<file path="src/rtl/div_sched_pkg.sv">
// Shared definitions for the divide sequencer: FSM state encodings,
// RV32M divide funct3 codes and the default iteration count.
package div_sched_pkg;

  localparam logic [1:0] S_IDLE = 2'd0;
  localparam logic [1:0] S_CALC = 2'd1;
  localparam logic [1:0] S_DONE = 2'd2;

  localparam logic [2:0] INST_DIV  = 3'b100;
  localparam logic [2:0] INST_DIVU = 3'b101;
  localparam logic [2:0] INST_REM  = 3'b110;
  localparam logic [2:0] INST_REMU = 3'b111;

  localparam int unsigned DIV_STEPS_DEF = 32;

  // Two's-complement magnitude when take_abs is set and the value is negative.
  function automatic logic [31:0] mag32(input logic [31:0] v, input logic take_abs);
    return (take_abs && v[31]) ? (~v + 32'd1) : v;
  endfunction

endpackage

</file>
<file path="src/rtl/div_sched_if.sv">
// Bundle of the EX-side request and the write-back/redirect result signals.
// master: the pipeline side driving requests; slave: the divide sequencer.
interface div_sched_if;

  logic        start_i;
  logic [2:0]  op_i;
  logic [31:0] dividend_i;
  logic [31:0] divisor_i;
  logic [4:0]  reg_waddr_i;
  logic [31:0] inst_addr_i;
  logic        flush_i;
  logic        busy_o;
  logic        ready_o;
  logic [31:0] result_o;
  logic        reg_we_o;
  logic [4:0]  reg_waddr_o;
  logic        jump_flag_o;
  logic [31:0] jump_addr_o;

  modport master (
    output start_i, op_i, dividend_i, divisor_i, reg_waddr_i, inst_addr_i, flush_i,
    input  busy_o, ready_o, result_o, reg_we_o, reg_waddr_o, jump_flag_o, jump_addr_o
  );

  modport slave (
    input  start_i, op_i, dividend_i, divisor_i, reg_waddr_i, inst_addr_i, flush_i,
    output busy_o, ready_o, result_o, reg_we_o, reg_waddr_o, jump_flag_o, jump_addr_o
  );

endinterface

</file>
<file path="src/rtl/div_sched_step.sv">
// div_step: one combinational restoring-division iteration.
// The dividend is shifted in through quo; rem accumulates the partial remainder.
module div_step #(
  parameter int unsigned W = 32
) (
  input  logic [W-1:0] rem,
  input  logic [W-1:0] quo,
  input  logic [W-1:0] divisor,
  output logic [W-1:0] rem_next,
  output logic [W-1:0] quo_next
);

  logic [W:0] shifted;
  logic [W:0] diff;

  // Shift {rem, quo} left and trial-subtract; bit W of diff is the borrow.
  always_comb begin
    shifted = {rem, quo[W-1]};
    diff    = shifted - {1'b0, divisor};
    if (!diff[W]) begin
      rem_next = diff[W-1:0];
      quo_next = {quo[W-2:0], 1'b1};
    end else begin
      rem_next = shifted[W-1:0];
      quo_next = {quo[W-2:0], 1'b0};
    end
  end

endmodule

</file>
<file path="src/rtl/div_sched.sv">
// div_sched: multi-cycle RV32M divide/remainder sequencer with deferred
// write-back and PC+4 redirect. Optional macro DIV_FAST_SPECIAL_EN sends
// divide-by-zero and signed overflow straight from IDLE to DONE.
module div_sched
  import div_sched_pkg::*;
#(
  parameter int unsigned DIV_STEPS = DIV_STEPS_DEF
) (
  input logic       clk,
  input logic       rst,
  div_sched_if.slave bus
);

  localparam int unsigned CW = (DIV_STEPS > 1) ? $clog2(DIV_STEPS) : 1;
  localparam logic [CW-1:0] LAST = CW'(DIV_STEPS - 1);

  logic [1:0]    state;
  logic [CW-1:0] cnt;
  logic          is_rem_q, neg_q, neg_r, div0_q, ovf_q;
  logic [31:0]   rem_q, quo_q, dvs_q, dvd_q, jaddr_q;
  logic [4:0]    waddr_q;
  logic [31:0]   res_hold, jaddr_hold;
  logic [4:0]    waddr_hold;
  logic [31:0]   rem_nx, quo_nx;
  logic [31:0]   q_fix, r_fix, fin_res;
  logic          start_ok, op_signed, div0_in, ovf_in, go_fast, done_fire;

  div_step #(.W(32)) u_step (
    .rem      (rem_q),
    .quo      (quo_q),
    .divisor  (dvs_q),
    .rem_next (rem_nx),
    .quo_next (quo_nx)
  );

  // Request decode: flush beats start, special operands flagged at issue.
  always_comb begin
    start_ok  = bus.start_i & ~bus.flush_i;
    op_signed = (bus.op_i == INST_DIV) | (bus.op_i == INST_REM);
    div0_in   = (bus.divisor_i == '0);
    ovf_in    = op_signed & (bus.dividend_i == 32'h8000_0000) & (bus.divisor_i == '1);
`ifdef DIV_FAST_SPECIAL_EN
    go_fast   = div0_in | ovf_in;
`else
    go_fast   = 1'b0;
`endif
  end

  // Sequencer FSM, operand capture and held output registers.
  always_ff @(posedge clk) begin
    if (rst) begin
      state      <= S_IDLE;
      cnt        <= '0;
      is_rem_q   <= 1'b0;
      neg_q      <= 1'b0;
      neg_r      <= 1'b0;
      div0_q     <= 1'b0;
      ovf_q      <= 1'b0;
      rem_q      <= '0;
      quo_q      <= '0;
      dvs_q      <= '0;
      dvd_q      <= '0;
      jaddr_q    <= '0;
      waddr_q    <= '0;
      res_hold   <= '0;
      jaddr_hold <= '0;
      waddr_hold <= '0;
    end else begin
      case (state)
        S_IDLE: begin
          if (start_ok) begin
            is_rem_q <= bus.op_i[1];
            waddr_q  <= bus.reg_waddr_i;
            jaddr_q  <= bus.inst_addr_i + 32'd4;
            dvd_q    <= bus.dividend_i;
            dvs_q    <= mag32(bus.divisor_i, op_signed);
            quo_q    <= mag32(bus.dividend_i, op_signed);
            rem_q    <= '0;
            cnt      <= '0;
            neg_q    <= op_signed & (bus.dividend_i[31] ^ bus.divisor_i[31]);
            neg_r    <= op_signed & bus.dividend_i[31];
            div0_q   <= div0_in;
            ovf_q    <= ovf_in;
            state    <= go_fast ? S_DONE : S_CALC;
          end
        end
        S_CALC: begin
          if (bus.flush_i) begin
            state <= S_IDLE;
          end else begin
            rem_q <= rem_nx;
            quo_q <= quo_nx;
            if (cnt == LAST) state <= S_DONE;
            else             cnt   <= cnt + CW'(1);
          end
        end
        S_DONE: begin
          state <= S_IDLE;
          if (!bus.flush_i) begin
            res_hold   <= fin_res;
            waddr_hold <= waddr_q;
            jaddr_hold <= jaddr_q;
          end
        end
        default: state <= S_IDLE;
      endcase
    end
  end

  // Sign fix, then special-case override (div-by-zero, signed overflow).
  always_comb begin
    q_fix = neg_q ? (~quo_q + 32'd1) : quo_q;
    r_fix = neg_r ? (~rem_q + 32'd1) : rem_q;
    if (div0_q) begin
      q_fix = '1;
      r_fix = dvd_q;
    end else if (ovf_q) begin
      q_fix = 32'h8000_0000;
      r_fix = '0;
    end
    fin_res = is_rem_q ? r_fix : q_fix;
  end

  // Outputs: pulses only in an unflushed DONE cycle; data holds otherwise.
  always_comb begin
    done_fire       = (state == S_DONE) & ~bus.flush_i;
    bus.busy_o      = (state != S_IDLE) | start_ok;
    bus.ready_o     = done_fire;
    bus.reg_we_o    = done_fire;
    bus.jump_flag_o = done_fire;
    bus.result_o    = done_fire ? fin_res : res_hold;
    bus.reg_waddr_o = done_fire ? waddr_q : waddr_hold;
    bus.jump_addr_o = done_fire ? jaddr_q : jaddr_hold;
  end

endmodule

</file>
<file path="src/flat_wrapper.sv">
// flat-port wrapper written by rule: the top's interface ports become plain ports
module div_sched_flat import div_sched_pkg::*;
#(
  parameter int unsigned DIV_STEPS = DIV_STEPS_DEF
)
  (clk, rst, bus_start_i, bus_op_i, bus_dividend_i, bus_divisor_i, bus_reg_waddr_i, bus_inst_addr_i, bus_flush_i, bus_busy_o, bus_ready_o, bus_result_o, bus_reg_we_o, bus_reg_waddr_o, bus_jump_flag_o, bus_jump_addr_o);
  div_sched_if bus_i ();
  input logic clk;
  input logic rst;
  input wire logic [$bits(bus_i.start_i)-1:0] bus_start_i;
  input wire logic [$bits(bus_i.op_i)-1:0] bus_op_i;
  input wire logic [$bits(bus_i.dividend_i)-1:0] bus_dividend_i;
  input wire logic [$bits(bus_i.divisor_i)-1:0] bus_divisor_i;
  input wire logic [$bits(bus_i.reg_waddr_i)-1:0] bus_reg_waddr_i;
  input wire logic [$bits(bus_i.inst_addr_i)-1:0] bus_inst_addr_i;
  input wire logic [$bits(bus_i.flush_i)-1:0] bus_flush_i;
  output wire logic [$bits(bus_i.busy_o)-1:0] bus_busy_o;
  output wire logic [$bits(bus_i.ready_o)-1:0] bus_ready_o;
  output wire logic [$bits(bus_i.result_o)-1:0] bus_result_o;
  output wire logic [$bits(bus_i.reg_we_o)-1:0] bus_reg_we_o;
  output wire logic [$bits(bus_i.reg_waddr_o)-1:0] bus_reg_waddr_o;
  output wire logic [$bits(bus_i.jump_flag_o)-1:0] bus_jump_flag_o;
  output wire logic [$bits(bus_i.jump_addr_o)-1:0] bus_jump_addr_o;
  assign bus_i.start_i = bus_start_i;
  assign bus_i.op_i = bus_op_i;
  assign bus_i.dividend_i = bus_dividend_i;
  assign bus_i.divisor_i = bus_divisor_i;
  assign bus_i.reg_waddr_i = bus_reg_waddr_i;
  assign bus_i.inst_addr_i = bus_inst_addr_i;
  assign bus_i.flush_i = bus_flush_i;
  assign bus_busy_o = bus_i.busy_o;
  assign bus_ready_o = bus_i.ready_o;
  assign bus_result_o = bus_i.result_o;
  assign bus_reg_we_o = bus_i.reg_we_o;
  assign bus_reg_waddr_o = bus_i.reg_waddr_o;
  assign bus_jump_flag_o = bus_i.jump_flag_o;
  assign bus_jump_addr_o = bus_i.jump_addr_o;
  div_sched #(.DIV_STEPS(DIV_STEPS)) u_core (.clk(clk), .rst(rst), .bus(bus_i));
endmodule
</file>
<file path="config.mk">
export PLATFORM = sky130hd
export DESIGN_NAME = div_sched_flat
export DESIGN_NICKNAME = d
export VERILOG_FILES = /design/src/rtl/div_sched_pkg.sv /design/src/rtl/div_sched_if.sv /design/src/rtl/div_sched_step.sv /design/src/rtl/div_sched.sv /design/src/flat_wrapper.sv
export SDC_FILE = /design/constraint.sdc
export NUM_CORES = 1
export LEC_CHECK = 0
export ABC_AREA = 1
export CAP_MARGIN = 20
export CORE_ASPECT_RATIO = 1.5
export CORE_MARGIN = 3
export CORE_UTILIZATION = 40
export CTS_CLUSTER_DIAMETER = 60
export CTS_CLUSTER_SIZE = 28
export DETAILED_ROUTE_END_ITERATION = 8
export DONT_BUFFER_PORTS = 1
export MAX_ROUTING_LAYER = met4
export SLEW_MARGIN = 20
export SYNTH_ARGS = -nofsm -noshare
export SYNTH_HDL_FRONTEND = slang
export SYNTH_SLANG_ARGS = --single-unit
export TNS_END_PERCENT = 50
</file>
<file path="constraint.sdc">
create_clock -name clk -period 2.9 [get_ports clk]
set_input_delay 0.435 -clock clk [delete_from_list [all_inputs] [get_ports clk]]
set_output_delay 0.435 -clock clk [all_outputs]
set_load 0.05 [all_outputs]
</file>
Yosys cells after proc, flatten, opt, wreduce, memory -nomap -nowiden:

Index checks and enable logic that the tools add are counted.

* equality and inequality tests: 11
* order comparisons: 0
* reductions and logical operators: 11
* add/subtract/negate cells: 7
* bitwise logic cells: 14
* shifts and indexed selects: 0
* divide/modulo/power cells: 0
* muxes and demuxes: 28
* multipliers: 0

Operators by type and width (count)
* 2-to-1 mux 32 bit: 16
* adder 32 x 1 -> 32 bit (second input constant): 4
* inverter 32 bit: 4
* case mux 32 bit (2 select lines): 2
* equality test 32 bit (second input constant): 2
* subtractor 33 x 32 -> 33 bit: 1
* adder 32 x 3 -> 32 bit (second input constant): 1
* zero test 32 bit: 1
* 2-to-1 mux 5 bit: 4
* case mux 5 bit (2 select lines): 1
* AND 1 bit: 6
* equality test 3 bit (second input constant): 2
* 2-to-1 mux 2 bit: 3
* AND reduction 2 bit: 3
* adder 5 x 1 -> 5 bit (second input constant): 1
* equality test 5 bit (second input constant): 1
* != test 2 bit (second input constant): 2
* case mux 2 bit (2 select lines): 1
* AND reduction 4 bit: 1
* nonzero test 2 bit: 2
* != test 3 x 2 -> 1 bit (second input constant): 1
* AND reduction 3 bit: 1
* equality test 2 x 1 -> 1 bit (second input constant): 1
* equality test 2 bit (second input constant): 1
* other kinds (7): 9

* memories kept: 0
* memory bits (writable): 0
* logic and storage cells: 87
* bits of input ports: 108
* ROM bits: 0
* output and inout port bits: 73
* bits in latches: 0
* register bits after elaboration: 246

Longest topological paths before layout:

Gate-level depths: netlist (run 1).

* depth after elaboration: 7
* gate-level depth with buffers: 18
* mapped depth without buffers: 17

Hierarchy:

From an unflattened synthesis (run 1), not the netlist that was laid out.

* cells, all modules: 3061
* area total of the unflattened synthesis: 18370.1 sq um

Modules (own cells, without submodules)
* div_sched: cells each 2350, area an instance 14986.9 sq um, seq. area each 4924.7 sq um, times used 1
* div_step: cells each 711, area an instance 3383.2 sq um, seq. area each 0.0 sq um, times used 1

Least setup slack after synthesis (run 1):

OpenSTA, ideal clock, no wires.

* kind: register to output
* start: register u_core.quo_q[0]
* end: output bus_result_o[10]
* buffers on the path: 0
* stages on the path, launching flop included: 11
* data arrival time: 2.359 ns
* required time: 2.465 ns
* setup slack: 0.106 ns
* cell sequence: dfxtp_1 > inv_1 > ha_1 > nand2_1 > nor2_2 > nand2_1 > nand2_1 > o21ai_0 > nand2_1 > nand2_1 > a21boi_0

* cells in the longest elaborated chain, start to end: 7

RTL lines
* from (decl): RTL line div_sched.sv:20 `logic [31:0] rem_q, quo_q, dvs_q, dvd_q, jaddr_q;`
* from (signal assigned): RTL line div_sched.sv:77 `quo_q <= mag32(bus.dividend_i, op_signed);`
* from (signal assigned): RTL line div_sched.sv:92 `quo_q <= quo_nx;`
* inverter 32 bit: RTL line div_sched.sv:112 `q_fix = neg_q ? (~quo_q + 32'd1) : quo_q;`
* adder 32 x 1 -> 32 bit: RTL line div_sched.sv:112
* 2-to-1 mux 32 bit: RTL line div_sched.sv:112
* 2-to-1 mux 32 bit: RTL line div_sched.sv:117 `end else if (ovf_q) begin`
* 2-to-1 mux 32 bit: RTL line div_sched.sv:114 `if (div0_q) begin`
* 2-to-1 mux 32 bit: RTL line div_sched.sv:121 `fin_res = is_rem_q ? r_fix : q_fix;`
* 2-to-1 mux 32 bit: RTL line div_sched.sv:131 `bus.result_o = done_fire ? fin_res : res_hold;`
* to (decl): RTL line flat_wrapper.sv:19 `output wire logic [$bits(bus_i.result_o)-1:0] bus_result_o;`

No other way between the ends.

Worst setup path after layout (run 1):

* start: register u_core.quo_q[1]
* end: output bus_result_o[24]

Same word-level chain as after synthesis.

==> results of run 1 <==
## flip-flops by register name (all words and copies together), names as in the netlist, 2 cells and up
register / flops
u_core.dvd_q: 32
u_core.dvs_q: 32
u_core.jaddr_hold: 32
u_core.jaddr_q: 32
u_core.quo_q: 32
u_core.rem_q: 32
u_core.res_hold: 32
u_core.cnt: 5
u_core.waddr_hold: 5
u_core.waddr_q: 5
u_core.state: 2
## cells by family (layout without fill, tap and decap cells)
kind of cell | Yosys count | after routing | share of synthesized area [%]
XOR/XNOR | 35 | 35 | 1.73
adder cells (fa/ha/maj) | 41 | 41 | 2.94
AO/OA/AOI/OAI | 587 | 587 | 18.4
AND/OR/NAND/NOR | 1429 | 1429 | 35.6
flip-flops | 246 | 246 | 27.8
buffers and inverters | 617 | 694 | 13.6
other | 0 | 5 | 0
## power by group
part	total [W]	internal, W	switching [W]
Combinational	0.00201	0.000633	0.00138
Sequential	0.00364	0.00353	0.000115
Clock	0.00323	0.00158	0.00165
## cell type report
type	count	area [µm²]	area share (%)
clock inverter	18	203	0.973
multi-input combinational	2092	10800	52.0
inverter	498	1910	9.15
timing repair buffer	153	1580	7.61
antenna	5	12.5	0.0601
timing repair inverter	1	7.51	0.0360
clock buffer	24	579	2.78
tap	570	713	3.42
sequential	246	4980	23.9
## cells in the mapped netlist (3+ instances only)
| cell type | instances |
|---|---|
| sky130_fd_sc_hd__or2_2 | 70 |
| sky130_fd_sc_hd__o21ai_1 | 10 |
| sky130_fd_sc_hd__ha_1 | 40 |
| sky130_fd_sc_hd__o31ai_1 | 7 |
| sky130_fd_sc_hd__nor2_2 | 6 |
| sky130_fd_sc_hd__o221ai_1 | 5 |
| sky130_fd_sc_hd__o21ai_0 | 213 |
| sky130_fd_sc_hd__xnor2_1 | 10 |
| sky130_fd_sc_hd__clkinv_1 | 3 |
| sky130_fd_sc_hd__buf_6 | 4 |
| sky130_fd_sc_hd__nor2_1 | 226 |
| sky130_fd_sc_hd__inv_2 | 10 |
| sky130_fd_sc_hd__a211oi_1 | 39 |
| sky130_fd_sc_hd__nand3_1 | 246 |
| sky130_fd_sc_hd__inv_1 | 485 |
| sky130_fd_sc_hd__o22ai_1 | 23 |
| sky130_fd_sc_hd__nand2_2 | 7 |
| sky130_fd_sc_hd__nand2_1 | 731 |
| sky130_fd_sc_hd__a221oi_1 | 4 |
| sky130_fd_sc_hd__clkbuf_1 | 67 |
| sky130_fd_sc_hd__o21ai_2 | 3 |
| sky130_fd_sc_hd__dfxtp_1 | 246 |
| sky130_fd_sc_hd__a21oi_1 | 239 |
| sky130_fd_sc_hd__nor4_1 | 10 |
| sky130_fd_sc_hd__nand3b_1 | 19 |
| sky130_fd_sc_hd__o21bai_1 | 6 |
| sky130_fd_sc_hd__xor2_1 | 25 |
| sky130_fd_sc_hd__buf_1 | 15 |
| sky130_fd_sc_hd__nor3_1 | 44 |
| sky130_fd_sc_hd__nand2_4 | 4 |
| sky130_fd_sc_hd__and2_1 | 10 |
| sky130_fd_sc_hd__a31oi_1 | 7 |
| sky130_fd_sc_hd__nand4_1 | 43 |
| sky130_fd_sc_hd__nor3_2 | 3 |
| sky130_fd_sc_hd__o211ai_1 | 18 |
| sky130_fd_sc_hd__buf_4 | 5 |
| sky130_fd_sc_hd__buf_2 | 28 |
## path summary, 6_finish.rpt
path	start	endpoint	cells after the start
worst max-delay path	u_core.quo_q[1]	bus_result_o[24]	16
worst max register to register	u_core.rem_q[0]	u_core.quo_q[0]	16
worst min register to register	u_core.dvd_q[14]	u_core.dvd_q[14]	2
worst min-delay path	bus_dividend_i[15]	u_core.dvd_q[15]	1
## metal layers
metal / share of wire [%] / track usage (%)
met1: 40 / 33.5
met3: 4.1 / 2.93
met4: 4.7 / 10.9
met5: 0 / -
met2: 51 / 51.3
## per-stage QoR
step           total power [W]  TNS, ps  cell area, µm²  hold slack [ps]
6_report               0.00889        0           20800             26.6
3_5_place_dp           0.00554        0           19000              447
3_3_place_gp           0.00553        0           19000              444
2_1_floorplan          0.00499        0           17700              428
5_1_grt                0.00929     -729           20800             11.8
4_1_cts                0.00888    -14.6           20400             2.04
## repair_timing
item / CTS / global route
hold buffers: 12 / 0
setup endpoints to repair: 47 / 44
gates cloned: 3 / 2
endpoints found under the hold margin: 78 / 0
gates resized for setup: 94 / 140
setup buffers: 16 / 8
pin swaps: 19 / 35
==> out/results.txt, run 1 <==
The vias after detailed routing was 19142; the H-tree level count was 1. The tools report the number of sinks driven by the clock tree as 246. The number of global-route vias before repair was 18203. The layout has 4623 filler cells. Counting distinct cell types in the post-synthesis netlist gives 55. The tools report the final core utilization as 48.1%. The tools report the cell chosen for the clock root as sky130_fd_sc_hd__clkbuf_16. Setup repair after global routing could not meet its margin everywhere. Of the available clock period, the critical path in the final layout requires 99.2%. The logs give 1 for the number of antenna violations at the first check in global routing and 0 for the final hold violation count. The number of buffers inserted during clock tree synthesis is 23.

The worst setup slack after layout is 21.8 ps, and the first-iteration detailed-routing DRC count is 1273. In the routed layout, each cell is associated on average with a via count of 5.31. Kind of capture point of the worst setup path: an output port. By startpoint and endpoint, the worst setup path is classified as flip-flop to output port. The detailed placer's ending HPWL was 51600 µm; the transition time at the pin with the least slew margin was 897 ps. The mapped netlist covers 17700 µm².

The biggest area contributor in the post-synthesis netlist is sky130_fd_sc_hd__dfxtp_1. The initialized floorplan defines 93 standard-cell rows. For this design, the slowest cell found on the critical path is sky130_fd_sc_hd__dfxtp_2.

TritonCTS built the clock tree. The tool flagged a number of max-cap violations equal to 0. At the later pin of the worst-skew pair, clock insertion delay measures 570 ps. The number of enable flip-flop cells after synthesis is 0, and the count of synthesis-stage warnings from yosys is 0. The first global-routing pass estimated 104000 µm of wire. From bottom edge to top edge, the die measures 264 µm. The power density normalized to cell area was 427 nW/µm²; the critical path arrival was 2440 ps. The kind of cell adding the most delay to the critical path is simple AND/OR/NAND/NOR gates. Maximum fanout encountered on the critical timing path: 7. Walking the worst path, the cells encountered are inv_4 -> ha_4 -> nand2_4 -> nor2_4 -> buf_6 -> nand3_1 -> nand2_1 -> nand2_1 -> nand2_1 -> nand3_1 -> nand2_1 -> nand2_1 -> nand2_1 -> o21ai_2 -> inv_2 -> buf_12. The number of nets handed over by synthesis was 3104.

For this run, asynchronously set or reset flops after synthesis account for 0%. Post-route antenna net violation count: 0. The area added between synthesis and finish works out to 17.7%. The run gives 0 as the total congestion overflow. The tools report the max-slew violation count as 0.

The core region is 43300 µm². The routed design could run at a clock period as short as 2880 ps. The initial utilization of the core area, before any placement, comes to 40.9%.

Once layout is complete, the cells apart from fillers number 3607. The number of detailed-route iterations in the first pass was 6. The library cells used most frequently in the layout, excluding fill and tap cells, are sky130_fd_sc_hd__nand2_1, sky130_fd_sc_hd__inv_1, sky130_fd_sc_hd__nand3_1. The maximum frequency from static timing analysis is 0.347 GHz, and the final weighted congestion of routability-driven global placement is 1.00. The run gives 2470 ps as the worst path required time. Counting both buffers and inverters, the worst setup path holds a total of 4. The worst register-to-register path has a setup slack of 230 ps.

The routed design has 68100 µm of wire. The library cell used most frequently in the layout, excluding fill and tap cells, is sky130_fd_sc_hd__nand2_1. Entering global routing, the biggest net connects 70 pins. Counting stages on the worst path, the most repeated cell is sky130_fd_sc_hd__nand2_1. The flop and latch count out of synthesis is 246, and the setup violation total in the final timing report is 0.

Before CTS, the worst setup slack after placement is 225 ps. The path class of the tightest hold or removal check is input port to flip-flop. The die span in x came out at 178 µm.

Global routing consumed, over all layers together, 29.0% of the routing resources. The clock edge transition at the registers on the reported setup and hold paths works out to 80 ps. Yosys attributes the largest share of cell area to sky130_fd_sc_hd__dfxtp_1, sky130_fd_sc_hd__nand2_1, sky130_fd_sc_hd__inv_1. The clock passes through at most 3 buffers. Final setup skew: 41.4 ps. Port buffering added 0 buffers. Kind of start point of the critical path: a flip-flop.

The share of cells above drive strength 1 was 15.1%. The final net count is 3164, and the post-placement cell count is 3519. Synthesis produced 2955 cells. Register area share after synthesis: 27.8%.

The analysis attributes to cell leakage a power of 10.2 nW. A synthesized cell averages 5.99 µm². For the I/O pin total, the log shows 181. The flow ran to the end, and the final reports show no timing, DRC or antenna violations.

The highest cell delay on the worst timing path was 340 ps. The most used flip-flop cell after synthesis is sky130_fd_sc_hd__dfxtp_1. The share of the synthesized area in the top cell type works out to 27.8%. For this run, design rule violations remaining after detail routing come to 0.

The max-slew headroom at the worst pin came out at 40.0%. For the maximum vdd ir drop, the log shows 0.446 mV. Dividing the detail-routed wire length by the instance count gives 18.9 µm.

The die covers 46800 µm².
No activity file was read; power rests on OpenSTA's default activity.
==> run 2: changes to the inputs <==
CTS_BUF_LIST = sky130_fd_sc_hd__clkbuf_2   (was unset)
clock period = 3.42 ns   (was 2.9 ns; I/O delays follow)
==> run 2 against run 1 <==
The run now ends with setup timing left. Global-route usage up 1.1 points. Final cell count up 6.8%. Sequential power fell by 15%. Clock power is 44% lower. Worst hold slack improved by 44 ps. Largest power group unchanged. Highest routed layer unchanged.
==> out/results.txt, run 2 (synthesis gave the netlist of run 1 again) <==
The worst path uses 105% of the clock period. For the global-route usage over all layers, the log shows 30.1% (was 29.0%). The tools report the kind of start point of the critical path as a flip-flop (unchanged). The number of standard cells in the layout, taps in and fillers out came out at 3852 (was 3607).

The vertical die dimension was 264 µm (unchanged); the number of detailed-route iterations in the first pass was 5 (was 6). The max-slew headroom at the worst pin was 33.7% (was 40.0%); the final setup skew was 186 ps (was 41.4 ps). The startpoint-to-endpoint class of the critical path was flip-flop to output port (unchanged). The routed length per placed instance was 18.5 µm (was 18.9 µm); the path depth of the worst reg2reg path was 8 (was 16). The run gives 0.338 mV (was 0.446 mV) as the maximum vdd ir drop.

Commonest non-fill, non-tap cells in the layout: sky130_fd_sc_hd__nand2_1, sky130_fd_sc_hd__inv_1, sky130_fd_sc_hd__nand3_1 (unchanged). Worst-path cell with the longest stage delay: sky130_fd_sc_hd__dfxtp_2 (unchanged). The final hold violation count is 0 (unchanged), and the max capacitance violation total is 0 (unchanged). The most frequent standard cell in the layout excluding fill and tap cells is sky130_fd_sc_hd__nand2_1 (unchanged). Launching point of the worst reg2reg path: u_core.state[0] (was u_core.rem_q[0]). Maximum fanout encountered on the critical timing path: 5 (was 7). Setup repair after global routing could not meet its margin everywhere.

The number of vias per cell came out at 5.34 (was 5.31). The post-route antenna net violation count came out at 0 (unchanged). The run gives 40.9% (unchanged) as the initial cell density of the core. The number of cells on the worst hold path is 7 (was 1). The logs give 0 (unchanged) for the max-slew violation count and 11.1 nW (was 10.2 nW) for the total leakage power. The tools report the vias after detailed routing as 20579 (was 19142). For the number of design rule violations left after detail routing, the log shows 0 (unchanged). The pre-CTS worst setup slack came out at 294 ps (was 225 ps). The run gives 19690 (was 18203) as the number of global-route vias before repair. The final reports fail on setup timing. The highest cell delay on the worst timing path was 410 ps (was 340 ps). The tools report the setup violation total in the final timing report as 26 (was 0). The tools report the number of antenna violations at the first check in global routing as 4 (was 1). The logs give 0 (unchanged) for the total congestion overflow and 43300 µm² (unchanged) for the core footprint.

Source of the worst hold timing path: bus_dividend_i[17] (was bus_dividend_i[15]). The worst setup slack after layout was -175 ps (was 21.8 ps); the area added between synthesis and finish was 33.2% (was 17.7%). Type of the worst min-delay path: input port to flip-flop (unchanged). Terminus of the critical flop-to-flop path: u_core.div0_q (was u_core.quo_q[0]).

The tools report the sequential standard cell area as 5010 µm² (was 4980 µm²). Endpoint with the worst hold slack: u_core.quo_q[25] (was u_core.dvd_q[15]). The post-placement cell count was 3488 (was 3519); the die span in x was 178 µm (unchanged). For the minimum setup slack among reg-to-reg paths, the log shows 170 ps (was 230 ps).

The flow ran to the end, but the final reports show violations. Number of filler cells placed in the layout: 4298 (was 4623). The tools report the final net count as 3406 (was 3164).

For the global-route wire length before repair, the log shows 108000 µm (was 104000 µm). The power density normalized to cell area was 295 nW/µm² (was 427 nW/µm²); the detailed placer's ending HPWL was 50500 µm (was 51600 µm). First-iteration detailed-routing DRC count: 1411 (was 1273).

The pin count of the biggest net entering global routing was 126 (was 70). The clock edge transition at the registers on the reported setup and hold paths is 340 ps (was 80 ps). The tools report the total wire length as 71400 µm (was 68100 µm). The maximum frequency from static timing analysis is 0.278 GHz, and the multi-input logic area is 11400 µm² (was 10800 µm²).

The run gives 93 (unchanged) as the number of standard-cell rows in the floorplan. Critical-path cell list: clkinv_4 -> ha_4 -> nand3_4 -> nor2_4 -> nand3_2 -> o21ai_4 -> buf_4 -> nand2_1 -> a21oi_1 -> nand2_1 -> nand2_2 -> clkinvlp_4 (was inv_4 -> ha_4 -> nand2_4 -> nor2_4 -> buf_6 -> nand3_1 -> nand2_1 -> nand2_1 -> nand2_1 -> nand3_1 -> nand2_1 -> nand2_1 -> nand2_1 -> o21ai_2 -> inv_2 -> buf_12). H-tree level count: 1 (unchanged). The tools report the cell chosen for the clock root as sky130_fd_sc_hd__clkbuf_2 (was sky130_fd_sc_hd__clkbuf_16). The run gives 2910 ps (was 2470 ps) as the worst path required time. Share of cells above drive strength 1: 18.6% (was 15.1%).

TritonCTS built the clock tree. Final weighted congestion of routability-driven global placement: 0.996 (was 1.00). The tools report the kind of capture point of the worst setup path as an output port (unchanged). Number of port buffers: 0 (unchanged). The time the final worst path needs with I/O delays and setup came out at 3590 ps.

For the I/O pin total, the log shows 181 (unchanged). The logs give 46800 µm² (unchanged) for the area of the die and 3080 ps (was 2440 ps) for the critical path arrival. The run gives 3 (unchanged) as the clock tree buffer depth. The transition time at the pin with the least slew margin works out to 993 ps (was 897 ps). Critical path's most frequent cell: sky130_fd_sc_hd__nand2_1 (unchanged). The number of sinks driven by the clock tree was 246 (unchanged); the later-pin clock latency in the skew report was 1120 ps (was 570 ps). For the number of buffers inserted during clock tree synthesis, the log shows 25 (was 23).
## run 2: where the power goes
| group | leakage [nW] | total (W) | switching [W] | internal, W |
|---|---|---|---|---|
| Sequential | 2.02 | 0.00310 | 0.0000994 | 0.00300 |
| Clock | 0.224 | 0.00181 | 0.00141 | 0.000397 |
| Combinational | 8.81 | 0.00205 | 0.00130 | 0.000745 |
| Total | 11.1 | 0.00695 | 0.00281 | 0.00414 |
## run 2: critical path, delay by kind of cell, from the launching register on
family / cells / cell delay, ps
AO/OA/AOI/OAI: 2 / 310
adder cells (fa/ha/maj): 1 / 150
buffers and inverters: 3 / 450
flip-flops: 1 / 410
AND/OR/NAND/NOR: 6 / 710
## run 2: per-layer routing
metal  global-route usage (%)  up-vias  wire length (µm)
met4                     17.5        0              5180
met1                     33.4     9578             27700
met2                     52.6      633             35900
li1                         -    10158                 -
met5                        -        -                 0
met3                     2.06      210              2670
## run 2: how the worst max path moves through the flow
| stage | start | endpoint | slack, ps | depth (start not counted) |
|---|---|---|---|---|
| after floorplan | bus_flush_i | bus_jump_addr_o[0] | 520 | 5 |
| after global placement | u_core.div0_q | bus_result_o[25] | 330 | 10 |
| after detailed placement | u_core.div0_q | bus_result_o[13] | 290 | 10 |
| after CTS | u_core.rem_q[5] | bus_result_o[26] | -320 | 13 |
| after global routing | u_core.rem_q[5] | bus_result_o[25] | -380 | 13 |
| final | u_core.rem_q[0] | bus_result_o[18] | -170 | 12 |
## run 2: final cells by class
type | instances | share of cell area (%)
Antenna cell | 6 | 0.0637
Clock inverter | 21 | 1.17
Timing Repair Buffer | 393 | 17.1
Clock buffer | 25 | 0.531
Sequential cell | 246 | 21.3
Multi-Input combinational cell | 2093 | 48.4
Tap cell | 570 | 3.03
Inverter | 498 | 8.41
## run 2: metrics by stage
stage	utilization, %	total power [W]	area [µm²]	hold WS (ps)	setup TNS, ps
after floorplan	-	0.00423	17700	428	0
after global placement	42.9	0.00465	18600	441	0
after detailed placement	42.9	0.00466	18600	446	0
after CTS	52.3	0.00686	22600	3.63	-4570
after global routing	54.4	0.00730	23600	39.4	-10680
final	54.4	0.00695	23600	70.5	-1690
## run 2: timing repair
item,CTS,global route
hold buffers,208,0
endpoints found under the hold margin,244,0
endpoints found under the setup margin,69,76
gates resized for setup,313,185
buffers inserted,56,38
pin swaps,63,66
gates cloned,10,2
==> run 3: changes to the inputs <==
CORE_MARGIN = 5   (was 3)
==> run 3 against run 2 <==
The run still ends with setup timing left. Global-route usage is 1.3 points lower. Final cell count shrank 0.31%. Die area grew 3.8%. Sequential cell count did not move. Clock skew shrank 7.4 ps. Fmax increased by 2.1%. Largest cell class unchanged. Highest routed layer unchanged.
==> out/results.txt, run 3 (synthesis gave the netlist of run 1 again) <==
The flow ran to the end, but the final reports show violations. Violations in the final reports: setup timing (unchanged). The logs give 1070 ps (was 1120 ps) for the later-pin clock latency in the skew report and 6 (was 5) for the number of detailed-route iterations in the first pass. Final hold violation count: 0 (unchanged). Commonest non-fill, non-tap cells in the layout: sky130_fd_sc_hd__nand2_1, sky130_fd_sc_hd__inv_1, sky130_fd_sc_hd__a21oi_1 (was sky130_fd_sc_hd__nand2_1, sky130_fd_sc_hd__inv_1, sky130_fd_sc_hd__nand3_1). Number of vias per cell: 5.30 (was 5.34).

The transition time at the pin with the least slew margin is 1050 ps (was 993 ps), and the clock tree buffer depth is 3 (unchanged). The run gives 14 (was 26) as the setup violation total in the final timing report. The logs give 3387 (was 3406) for the final net count and 22 (was 25) for the number of buffers inserted during clock tree synthesis. The core footprint was 43900 µm² (was 43300 µm²); the highest cell delay on the worst timing path was 420 ps (was 410 ps). Share of cells above drive strength 1: 16.9% (was 18.6%). For the detailed placer's ending HPWL, the log shows 51100 µm (was 50500 µm). The startpoint-to-endpoint class of the critical path is flip-flop to output port (unchanged). The tools report the maximum vdd ir drop as 0.331 mV (was 0.338 mV). The number of standard-cell rows in the floorplan was 94 (was 93). The kind of cell adding the most delay to the critical path is simple AND/OR/NAND/NOR gates (unchanged). Worst-path cell with the longest stage delay: sky130_fd_sc_hd__dfxtp_2 (unchanged). Critical-path cell list: inv_4 -> ha_4 -> nand3_4 -> nor2_4 -> nand3_2 -> o21ai_4 -> nand3_1 -> nand2_1 -> nor2_1 -> nor2_1 -> nand2_2 -> nand2_2 -> clkinvlp_4 (was clkinv_4 -> ha_4 -> nand3_4 -> nor2_4 -> nand3_2 -> o21ai_4 -> buf_4 -> nand2_1 -> a21oi_1 -> nand2_1 -> nand2_2 -> clkinvlp_4).

The number of port buffers is 0 (unchanged). The tools report the first-iteration detailed-routing DRC count as 1537 (was 1411). The number of global-route vias before repair was 19892 (was 19690); the number of design rule violations left after detail routing was 0 (unchanged).

The pin count of the biggest net entering global routing came out at 126 (unchanged). The clock edge transition at the registers on the reported setup and hold paths is 440 ps (was 340 ps). Cell chosen for the clock root: sky130_fd_sc_hd__clkbuf_2 (unchanged).

The vertical die dimension was 268 µm (was 264 µm); the critical path arrival was 3010 ps (was 3080 ps). Kind of start point of the critical path: a flip-flop (unchanged). The tools report the area of the die as 48600 µm² (was 46800 µm²). The total congestion overflow is 0 (unchanged).

Worst setup slack after layout: -100 ps (was -175 ps). The logs give 20342 (was 20579) for the vias after detailed routing and 28.8% (was 30.1%) for the global-route usage over all layers. The max capacitance violation total was 0 (unchanged); the worst path required time was 2910 ps (about the same). The power density normalized to cell area is 294 nW/µm² (was 295 nW/µm²). The post-placement cell area was 18500 µm² (was 18600 µm²); the time the final worst path needs with I/O delays and setup was 3520 ps (was 3590 ps). Setup repair after global routing could not meet its margin everywhere. Share of the clock period used by the worst path: 103% (was 105%). The max-slew headroom at the worst pin was 30.0% (was 33.7%). TritonCTS built the clock tree. The routed length per placed instance is 18.6 µm (was 18.5 µm). The count of buffer and inverter cells on the critical path came out at 2 (was 3). The run gives 0.00671 W (was 0.00695 W) as the overall power consumption. The number of standard cells in the layout, taps in and fillers out is 3840 (was 3852), and the post-route antenna net violation count is 0 (unchanged).

The logs give 40.3% (was 40.9%) for the initial cell density of the core and 22800 µm² (was 23600 µm²) for the final instance area. The kind of capture point of the worst setup path was an output port (unchanged). The most frequent standard cell in the layout excluding fill and tap cells was sky130_fd_sc_hd__nand2_1 (unchanged). The number of filler cells placed in the layout was 4482 (was 4298); the maximum fanout encountered on the critical timing path was 4 (was 5).

For the max-slew violation count, the log shows 0 (unchanged). The number of antenna violations at the first check in global routing was 7 (was 4); the final setup skew was 178 ps (was 186 ps). The total leakage power was 10.9 nW (was 11.1 nW); the global-route wire length before repair was 109000 µm (was 108000 µm). The logs give 0.985 (was 0.996) for the final weighted congestion of routability-driven global placement and 11100 µm² (was 11400 µm²) for the multi-input logic area.

The die span in x works out to 182 µm (was 178 µm). The sequential standard cell area was 5010 µm² (about the same); the area added between synthesis and finish was 29.0% (was 33.2%). The total wire length was 71400 µm (about the same).

The post-placement cell count was 3488 (unchanged). The logs give 0.284 GHz (was 0.278 GHz) for the maximum frequency from static timing analysis and 181 (unchanged) for the I/O pin total. The type of the worst min-delay path is input port to flip-flop (unchanged).

The H-tree level count was 1 (unchanged); the number of sinks driven by the clock tree was 246 (unchanged).
-- run 3: path summary, 6_finish.rpt --
kind / cells after the start / from / slack [ps] / to
min reg2reg: 2 / u_core.jaddr_q[28] / 410 / u_core.jaddr_hold[28]
max: 13 / u_core.rem_q[1] / -100 / bus_result_o[26]
max reg2reg: 8 / u_core.state[1] / 110 / u_core.div0_q
min: 5 / bus_start_i / 70 / u_core.jaddr_q[21]
-- run 3: stage by stage --
step	setup TNS, ps	util, %	setup WS, ps	hold WS [ps]
after floorplan	0	-	517	428
after global placement	0	42.2	541	440
after detailed placement	0	42.2	450	450
after CTS	-1270	50.3	-203	1.58
after global routing	-3660	52.0	-284	58.1
final	-580	52.0	-100	65.6
-- run 3: where the power goes --
part	switching, W	total, W	internal [W]
registers	0.0000970	0.00310	0.00300
clock network	0.00129	0.00164	0.000344
logic	0.00128	0.00197	0.000696
total	0.00267	0.00671	0.00404
-- run 3: cell type report --
class | instances | area share [%]
inverters | 498 | 8.66
clock inverters | 17 | 1.01
flip-flops and latches | 246 | 22.0
multi-input cells | 2092 | 48.7
repair inverters | 2 | 0.0548
clock buffers | 23 | 0.504
diodes | 10 | 0.110
well taps | 576 | 3.16
repair buffers | 376 | 15.9
-- run 3: worst min-delay path, delay by kind of cell --
kind	cells	cell delay, ps
AOI/OAI and AO/OA	1	210
buffers and inverters	3	370
and+or+nand+nor	1	70
-- run 3: what timing repair did --
action | 4_1_cts | 5_1_grt
gates resized for setup | 225 | 139
endpoints found under the hold margin | 243 | 0
gates cloned | 7 | 2
endpoints found under the setup margin | 69 | 60
pin swaps | 39 | 55
hold buffers | 204 | 0
setup buffers | 54 | 36
-- run 3: layer usage --
metal  track usage [%]  wire length [µm]  vias to the layer above
li1                  -                 -                    10116
met1              31.9             27900                     9434
met2              52.0             36300                      611
met3              2.34              2850                      181
met4              14.3              4420                        0
met5                 -                 0                        -
